### config.mk
export PLATFORM = sky130hd
export DESIGN_NAME = tdm_demux_4ch
export DESIGN_NICKNAME = d
export VERILOG_FILES = /design/src/rtl/tdm_demux_4ch.sv
export SDC_FILE = /design/constraint.sdc
export NUM_CORES = 1
export LEC_CHECK = 0
export BUFFER_PORTS_ARGS = -buffer_cell sky130_fd_sc_hd__buf_2
export CAP_MARGIN = 20
export CORE_MARGIN = 1
export CORE_UTILIZATION = 35
export DETAILED_ROUTE_END_ITERATION = 7
export SETUP_SLACK_MARGIN = 0.4
export SYNTH_ARGS = -nofsm -noshare
export SYNTH_HDL_FRONTEND = slang
export SYNTH_SLANG_ARGS = --single-unit
### constraint.sdc
create_clock -name clk -period 3.5 [get_ports clk]
set_input_delay 0.7 -clock clk [delete_from_list [all_inputs] [get_ports clk]]
set_output_delay 0.7 -clock clk [all_outputs]
set_load 0.05 [all_outputs]
### src/rtl/tdm_demux_4ch.sv
// tdm_demux_4ch: 1:4 TDM receive demux with sync lock and miss flywheel.
// Optional TDM_PARITY_EN: a fifth XOR-parity slot gates frame delivery.
module tdm_demux_4ch #(
  parameter int WIDTH      = 1,
  parameter int MISS_LIMIT = 2
) (
  input  logic             clk,
  input  logic             rst_n,
  input  logic [WIDTH-1:0] din,
  input  logic             din_valid,
  input  logic             sync,
  output logic [WIDTH-1:0] ch0,
  output logic [WIDTH-1:0] ch1,
  output logic [WIDTH-1:0] ch2,
  output logic [WIDTH-1:0] ch3,
  output logic             frame_valid,
  output logic [1:0]       sel,
  output logic             locked,
  output logic             sync_err,
  output logic             parity_err
);

`ifdef TDM_PARITY_EN
  localparam logic [2:0] LAST = 3'd4;
`else
  localparam logic [2:0] LAST = 3'd3;
`endif

  localparam int MW = $clog2(MISS_LIMIT + 1);
  localparam logic [MW-1:0] MISS_MAX = MW'(MISS_LIMIT);

  typedef enum logic {
    HUNT,
    LOCKED
  } state_t;

  state_t          state;
  logic [2:0]      slot;
  logic [MW-1:0]   miss;
  logic [MW-1:0]   miss_nxt;
  logic [WIDTH-1:0] sh0;
  logic [WIDTH-1:0] sh1;
  logic [WIDTH-1:0] sh2;

`ifdef TDM_PARITY_EN
  logic [WIDTH-1:0] sh3;
  logic [WIDTH-1:0] par;
  logic             perr;

  assign par        = sh0 ^ sh1 ^ sh2 ^ sh3;
  assign parity_err = perr;
`else
  assign parity_err = 1'b0;
`endif

  // The parity slot (index 4) reads back as sel=0 on the 2-bit port.
  assign sel      = slot[1:0];
  assign miss_nxt = miss + 1'b1;

  // Lock FSM, slot counter, shadow capture and frame publication.
  always_ff @(posedge clk or negedge rst_n) begin
    if (!rst_n) begin
      state       <= HUNT;
      slot        <= 3'd0;
      miss        <= '0;
      sh0         <= '0;
      sh1         <= '0;
      sh2         <= '0;
      ch0         <= '0;
      ch1         <= '0;
      ch2         <= '0;
      ch3         <= '0;
      frame_valid <= 1'b0;
      locked      <= 1'b0;
      sync_err    <= 1'b0;
`ifdef TDM_PARITY_EN
      sh3         <= '0;
      perr        <= 1'b0;
`endif
    end else begin
      frame_valid <= 1'b0;
      sync_err    <= 1'b0;
`ifdef TDM_PARITY_EN
      perr        <= 1'b0;
`endif
      if (din_valid) begin
        unique case (state)
          HUNT: begin
            if (sync) begin
              sh0    <= din;
              slot   <= 3'd1;
              miss   <= '0;
              state  <= LOCKED;
              locked <= 1'b1;
            end
          end
          LOCKED: begin
            if (sync && slot != 3'd0) begin
              // Early marker: drop the partial frame, restart at slot 0.
              sync_err <= 1'b1;
              sh0      <= din;
              slot     <= 3'd1;
              miss     <= '0;
            end else if (slot == 3'd0) begin
              if (sync) begin
                sh0  <= din;
                slot <= 3'd1;
                miss <= '0;
              end else begin
                sync_err <= 1'b1;
                if (miss_nxt >= MISS_MAX) begin
                  state  <= HUNT;
                  locked <= 1'b0;
                  slot   <= 3'd0;
                  miss   <= '0;
                end else begin
                  // Flywheel: trust the slot count for this frame.
                  miss <= miss_nxt;
                  sh0  <= din;
                  slot <= 3'd1;
                end
              end
            end else if (slot == LAST) begin
`ifdef TDM_PARITY_EN
              if (din == par) begin
                ch0         <= sh0;
                ch1         <= sh1;
                ch2         <= sh2;
                ch3         <= sh3;
                frame_valid <= 1'b1;
              end else begin
                perr <= 1'b1;
              end
`else
              ch0         <= sh0;
              ch1         <= sh1;
              ch2         <= sh2;
              ch3         <= din;
              frame_valid <= 1'b1;
`endif
              slot <= 3'd0;
            end else begin
              unique case (slot)
                3'd1:    sh1 <= din;
`ifdef TDM_PARITY_EN
                3'd2:    sh2 <= din;
                default: sh3 <= din;
`else
                default: sh2 <= din;
`endif
              endcase
              slot <= slot + 3'd1;
            end
          end
          default: begin
            state <= HUNT;
          end
        endcase
      end
    end
  end

endmodule

======== After elaboration in Yosys (flattened, before gate mapping) ========
Index checks and enable logic that the tools add are counted.
operators by class
  add/subtract/negate cells ............... 2
  order comparisons ....................... 1
  equal/unequal tests ..................... 9
  multiplexer cells ....................... 41
  bitwise operators ....................... 5
  reduce and logical (&&, ||, !) cells .... 10
operators by type and width
  operator                                              count
  two-way mux 1 bit                                     27
  AND reduction 6 bit                                   3
  two-way mux 3 bit                                     4
  two-way mux 2 bit                                     5
  != test 2 bit (second input constant)                 3
  one-hot mux 1 bit (2 select lines)                    3
  one-hot mux 3 bit (2 select lines)                    1
  inverter 1 bit                                        5
  AND reduction 5 bit                                   1
  != test 2 x 1 -> 1 bit (second input constant)        2
  != test 4 bit (second input constant)                 1
  one-hot mux 2 bit (2 select lines)                    1
  AND reduction 4 bit                                   1
  adder 3 x 1 -> 3 bit (second input constant)          1
  equality test 3 x 1 -> 1 bit (second input constant)  1
  equality test 3 x 2 -> 1 bit (second input constant)  1
  logical NOT 3 bit                                     1
  != test 3 x 1 -> 1 bit (second input constant)        1
  AND reduction 3 bit                                   1
  nonzero test 3 bit                                    1
  adder 2 x 1 -> 2 bit (second input constant)          1
  >= comparator 2 bit (second input constant)           1
  AND reduction 2 bit                                   1
  logical AND 1 bit                                     1
storage, ports and cells
  register bits ........................... 16
  input bits .............................. 5
  output and inout bits ................... 10
  logic and storage cells ................. 81

======== Longest topological paths before layout ========
  depth in word-level cells ............... 7
  depth in mapped cells ................... 8
  mapped depth without buffers ............ 7

======== Worst setup path after synthesis ========
Ideal clock, no wire load.
  path kind ............................... flip-flop to flip-flop
  from .................................... register slot[0]
  to ...................................... register sh0
  setup time .............................. 0.128 ns
  arrival time ............................ 1.786 ns
  required time ........................... 3.372 ns
  slack ................................... 1.587 ns
  stages on the path, launching flop included .. 9
  buffers on the path ..................... 1
  clock period less this slack ............ 1.913 ns
  cells stage by stage .................... dfrtp_1 > inv_1 > ha_1 > nand2b_1 > buf_6 > ha_1 > nor2b_1 > a221oi_2 > mux2_1
between the ends
  word-level cells in the longest chain between the ends .. 4
  elaborated cells between the ends (all ways) .. 8
  those cells by class .................... 2 x eq/ne; 2 x mux; 4 x reduce/logical
ends and longest elaborated chain
  item                                                                                        RTL line  text
  start: declaration                                                                          38        logic [2:0] slot;
  start signal: assignment                                                                    152       slot <= slot + 3'd1;
  nonzero test 3 bit                                                                          98        if (sync && slot != 3'd0) begin
  logical AND 1 bit                                                                           98
  != test 4 bit (no line), or another cell as far along                                       -
  AND reduction 4 bit (no line) / one-hot mux 1 bit (2 select lines) (equally long branches)  -
  end signal: assignment                                                                      101       sh0 <= din;
  end signal: assignment                                                                      106       sh0 <= din;
  end signal: assignment                                                                      119       sh0 <= din;
  end: declaration                                                                            41        logic [WIDTH-1:0] sh0;
Several ways; a longest one is shown, not always the timed one.
A chain may end at the register's enable or synchronous reset.

======== Final worst setup path ========
Ends and elaborated chain as after synthesis.

==> flow_summary.html <==
<table>
<tr><th>Metric</th><th>Value</th></tr>
<tr><th colspan="2">Power</th></tr>
<tr><td>Worst vdd rail ir drop</td><td>about 0.34 mV</td></tr>
<tr><td>Final Total Pwr</td><td>0.805 mW</td></tr>
<tr><td>Leak pwr</td><td>between 0.4 and 0.5 nW</td></tr>
<tr><td>Pwr Density</td><td>~840 nW/um^2</td></tr>
<tr><th colspan="2">Yosys</th></tr>
<tr><td>Cell accounting for the most synthesized area</td><td>sky130_fd_sc_hd__dfrtp_1</td></tr>
<tr><td>Cell with the most instances after synthesis</td><td>sky130_fd_sc_hd__dfrtp_1</td></tr>
<tr><td>Primary flip-flop cell chosen by synthesis mapping</td><td>sky130_fd_sc_hd__dfrtp_1</td></tr>
<tr><td>Syn_nets</td><td>between 80 and 90</td></tr>
<tr><td>Syn_area_per_cell</td><td>11.2 sq um</td></tr>
<tr><td>Cell area after technology mapping</td><td>866 sq um</td></tr>
<tr><td>Leading cell types by count after synthesis</td><td>16 x sky130_fd_sc_hd__dfrtp_1, 8 x sky130_fd_sc_hd__inv_1, 6 x sky130_fd_sc_hd__ha_1, 5 x sky130_fd_sc_hd__a21oi_1</td></tr>
<tr><td>Top cell type's share of synthesized area</td><td>~46%</td></tr>
<tr><td>Dominant cells by area after synthesis</td><td>sky130_fd_sc_hd__dfrtp_1 46%, sky130_fd_sc_hd__ha_1 8.7%, sky130_fd_sc_hd__mux2_2 5.2%</td></tr>
<tr><td>Synth Warn #</td><td>0</td></tr>
<tr><td>Synthesis-stage register bit count</td><td>16</td></tr>
<tr><td>Sequential cell area fraction in the yosys report</td><td>around 46%</td></tr>
<tr><td>Count of mapped cells out of synthesis</td><td>between 70 and 80</td></tr>
<tr><td>EDFF count, synth</td><td>0</td></tr>
<tr><td>FFs w/ async S/R, synth</td><td>100%</td></tr>
<tr><td>Synth unique cells</td><td>31</td></tr>
<tr><th colspan="2">Placement</th></tr>
<tr><td>Post-placement worst setup slack</td><td>between 1 and 1.5 ns</td></tr>
<tr><td>Number of buffer cells added on primary ports</td><td>13</td></tr>
<tr><td>Placed insts</td><td>roughly 110</td></tr>
<tr><td>Cell area after placement</td><td>between 900 and 1000 sq um</td></tr>
<tr><td>Final weighted congestion in routability-driven placement</td><td>roughly 0.80</td></tr>
<tr><td>Half-perimeter wire length of the detailed placement result</td><td>1110 um</td></tr>
<tr><th colspan="2">Clocking</th></tr>
<tr><td>Post-CTS Repair Setup Buffers</td><td>0</td></tr>
<tr><td>Post_cts resized</td><td>0</td></tr>
<tr><td>Number of buffers added to fix hold violations after cts</td><td>0</td></tr>
<tr><td>Clock latency on the worst-skew pair</td><td>0.29 ns</td></tr>
<tr><td>CTS Sinks</td><td>16</td></tr>
<tr><td>TritonCTS clock tree</td><td>done</td></tr>
<tr><td>Reg clk slew, reported paths</td><td>roughly 0.10 ns</td></tr>
<tr><td>Clock Root Buffer</td><td>sky130_fd_sc_hd__clkbuf_4</td></tr>
<tr><td>Number of levels the H-tree was split into</td><td>1</td></tr>
<tr><td>Number of clock buffers inserted by TritonCTS</td><td>3</td></tr>
<tr><td>Number of buffers between clock root and the deepest sink</td><td>2</td></tr>
<tr><th colspan="2">Cells and area</th></tr>
<tr><td>Synthesis-to-layout area growth</td><td>10.5%</td></tr>
<tr><td>Proportion of layout cells with a drive suffix above 1</td><td>a little under a third</td></tr>
<tr><td>Final standard cell area without fillers</td><td>between 900 and 1000 sq um</td></tr>
<tr><td>Register with the most flip-flops</td><td>slot</td></tr>
<tr><td># diodes</td><td>0</td></tr>
<tr><td>Final standard cell utilization of the core</td><td>a little over two fifths</td></tr>
<tr><td>Post-route insts no fill</td><td>approximately 120</td></tr>
<tr><td>Largest registers in the final layout</td><td>slot (3), miss (2)</td></tr>
<tr><td>Number of flip-flops in the largest register</td><td>3</td></tr>
<tr><td>Number of nets in the finished design</td><td>a little over 100</td></tr>
<tr><th colspan="2">Global routing</th></tr>
<tr><td>Antenna violations before repair</td><td>0</td></tr>
<tr><td>First-pass GRT wire length</td><td>around 2500 um</td></tr>
<tr><td>Maximum number of pins on one net before global-route repair</td><td>17</td></tr>
<tr><td>Aggregate global-route resource usage</td><td>a little over an eighth</td></tr>
<tr><td>GRT Residual Overflow</td><td>0</td></tr>
<tr><td>Number of global-route vias before repair</td><td>around 570</td></tr>
<tr><th colspan="2">Die</th></tr>
<tr><td>Vertical die dimension</td><td>51.7 um</td></tr>
<tr><td>Placement row count</td><td>17</td></tr>
<tr><td>Die ar.</td><td>around 2700 sq um</td></tr>
<tr><td>Starting density of the core</td><td>about two fifths</td></tr>
<tr><td>Die width</td><td>between 50 and 60 um</td></tr>
<tr><td>Core ar.</td><td>around 2300 sq um</td></tr>
<tr><td>IO Pins</td><td>15</td></tr>
<tr><th colspan="2">Worst setup path</th></tr>
<tr><td>Most used cell along the critical path</td><td>sky130_fd_sc_hd__ha_1</td></tr>
<tr><td>Slowest cell on the critical path</td><td>sky130_fd_sc_hd__dfrtp_1</td></tr>
<tr><td>Worst setup SP type</td><td>register</td></tr>
<tr><td>Endpoint kind of the worst setup timing path</td><td>register</td></tr>
<tr><td>Data arrival, critical path</td><td>between 2 and 2.5 ns</td></tr>
<tr><td>Highest cell delay on the worst timing path</td><td>roughly 0.42 ns</td></tr>
<tr><td>CP Max Fanout</td><td>8</td></tr>
<tr><td>CP delay by family, top</td><td>adder cells</td></tr>
<tr><td>Buf/Inv on CP</td><td>1</td></tr>
<tr><td>Classification of the worst setup path</td><td>register to register</td></tr>
<tr><td>Series of cell instances along the critical path</td><td>inv_1 &gt; ha_1 &gt; nand2b_1 &gt; ha_1 &gt; nor2b_1 &gt; a221oi_2 &gt; mux2_1</td></tr>
<tr><td>Data required time at the worst endpoint</td><td>around 3.7 ns</td></tr>
<tr><th colspan="2">STA</th></tr>
<tr><td>Worst hold margin</td><td>~0.31 ns</td></tr>
<tr><td>Sum of negative setup slack</td><td>0 ns</td></tr>
<tr><td>Maximum achievable frequency</td><td>roughly 0.45 GHz</td></tr>
<tr><td>Fin crit share</td><td>a little under two thirds</td></tr>
<tr><td>Final number of setup-violating endpoints</td><td>0</td></tr>
<tr><td>Setup ws final</td><td>1.27 ns</td></tr>
<tr><td>Slew Limit Fails</td><td>0</td></tr>
<tr><td>Hold violation count in the final report</td><td>0</td></tr>
<tr><td>Worst-case clock skew</td><td>~0.010 ns</td></tr>
<tr><td>Minimum period implied by the final worst setup slack</td><td>between 2 and 2.5 ns</td></tr>
<tr><td>Setup repair after global routing missed its margin</td><td>false</td></tr>
<tr><th colspan="2">Routing</th></tr>
<tr><td>Average wire per cell in the routed design</td><td>12.9 um</td></tr>
<tr><td>Count of TritonRoute iterations in the first routing pass</td><td>4</td></tr>
<tr><td>Final antenna-violating net count</td><td>0</td></tr>
<tr><td>Via density per instance</td><td>4.87</td></tr>
<tr><td>Total vias in the final route</td><td>570</td></tr>
<tr><td>Routed WL</td><td>roughly 1500 um</td></tr>
<tr><td>Detailed-route DRC error count</td><td>0</td></tr>
<tr><td>Number of DRC violations after detailed-routing iteration 0</td><td>12</td></tr>
<tr><th colspan="2">Min path</th></tr>
<tr><td>Worst min-delay path category</td><td>input port to asynchronous set/reset pin</td></tr>
<tr><th colspan="2">Status</th></tr>
<tr><td>Result of the run</td><td>completed</td></tr>
<tr><th colspan="2">Flow run</th></tr>
<tr><td>Maximum capacitance violations</td><td>0</td></tr>
</table>
final timing paths:
path                                      from                  to  slack [ns]  cells past startpoint
hold reg to reg                sh1$_DFFE_PN0P_     sh1$_DFFE_PN0P_        0.49                      1
max in group asynchronous                rst_n     ch1$_DFFE_PN0P_        2.92                      1
hold / removal                           rst_n  locked$_DFFE_PN0P_        0.31                      1
setup / recovery           slot[0]$_DFFE_PN0P_     sh0$_DFFE_PN0P_        1.27                      7
min in group clk               sh1$_DFFE_PN0P_     sh1$_DFFE_PN0P_        0.49                      1
setup reg to reg           slot[0]$_DFFE_PN0P_     sh0$_DFFE_PN0P_        1.27                      7
cell usage in the layout (no fill, tap or decap), types with 2 or more instances in the layout:
cell type                  Yosys  layout
sky130_fd_sc_hd__and3_1        2       2
sky130_fd_sc_hd__buf_2         0      13
sky130_fd_sc_hd__mux2_2        4       4
sky130_fd_sc_hd__nand2_1       4       4
sky130_fd_sc_hd__clkbuf_4      0       3
sky130_fd_sc_hd__mux2_1        3       3
sky130_fd_sc_hd__a21oi_1       5       5
sky130_fd_sc_hd__nand2b_1      2       2
sky130_fd_sc_hd__inv_1         8       8
sky130_fd_sc_hd__dfrtp_1      16      16
sky130_fd_sc_hd__nor2_1        3       3
sky130_fd_sc_hd__ha_1          6       6
kinds of logic after synthesis:
family / Yosys count / share of synthesized area [%]
other: 1 / 0.433
adder cells (fa/ha/maj): 6 / 8.67
buffers and inverters: 13 / 8.67
multiplexers: 8 / 10.3
flip-flops: 16 / 46.2
AND/OR/NAND/NOR: 19 / 13.6
AO/OA/AOI/OAI: 14 / 12.1
metal layers:
layer  global-route usage (%)  routed length [um]  vias up
li1                         -                   -      286
met1                     16.3                 722      276
met2                     21.9                 724        6
met3                     3.51                  39        2
met4                     6.76                  17        0
met5                        0                   0        -
worst reg2reg max path, cell delays in order, from the launching register on:
cell and delay (ns):
sky130_fd_sc_hd__dfrtp_1 0.42, sky130_fd_sc_hd__inv_1 0.09, sky130_fd_sc_hd__ha_1 0.24, sky130_fd_sc_hd__nand2b_1 0.26, sky130_fd_sc_hd__ha_1 0.36, sky130_fd_sc_hd__nor2b_1 0.11, sky130_fd_sc_hd__a221oi_2 0.28, sky130_fd_sc_hd__mux2_1 0.34
power breakdown:
part	internal, mW	switching [mW]
Clock	0.0633	0.0603
Combinational	0.129	0.271
Sequential	0.246	0.0356
cell type report:
type                       count  area [sq um]
multi-input combinational     48           390
sequential                    16           400
timing repair buffer          13          65.1
clock buffer                   4          36.3
tap                           28          35.0
fill                         213          1320
inverter                       8          30.0
Power figures use the tool's default switching activity.
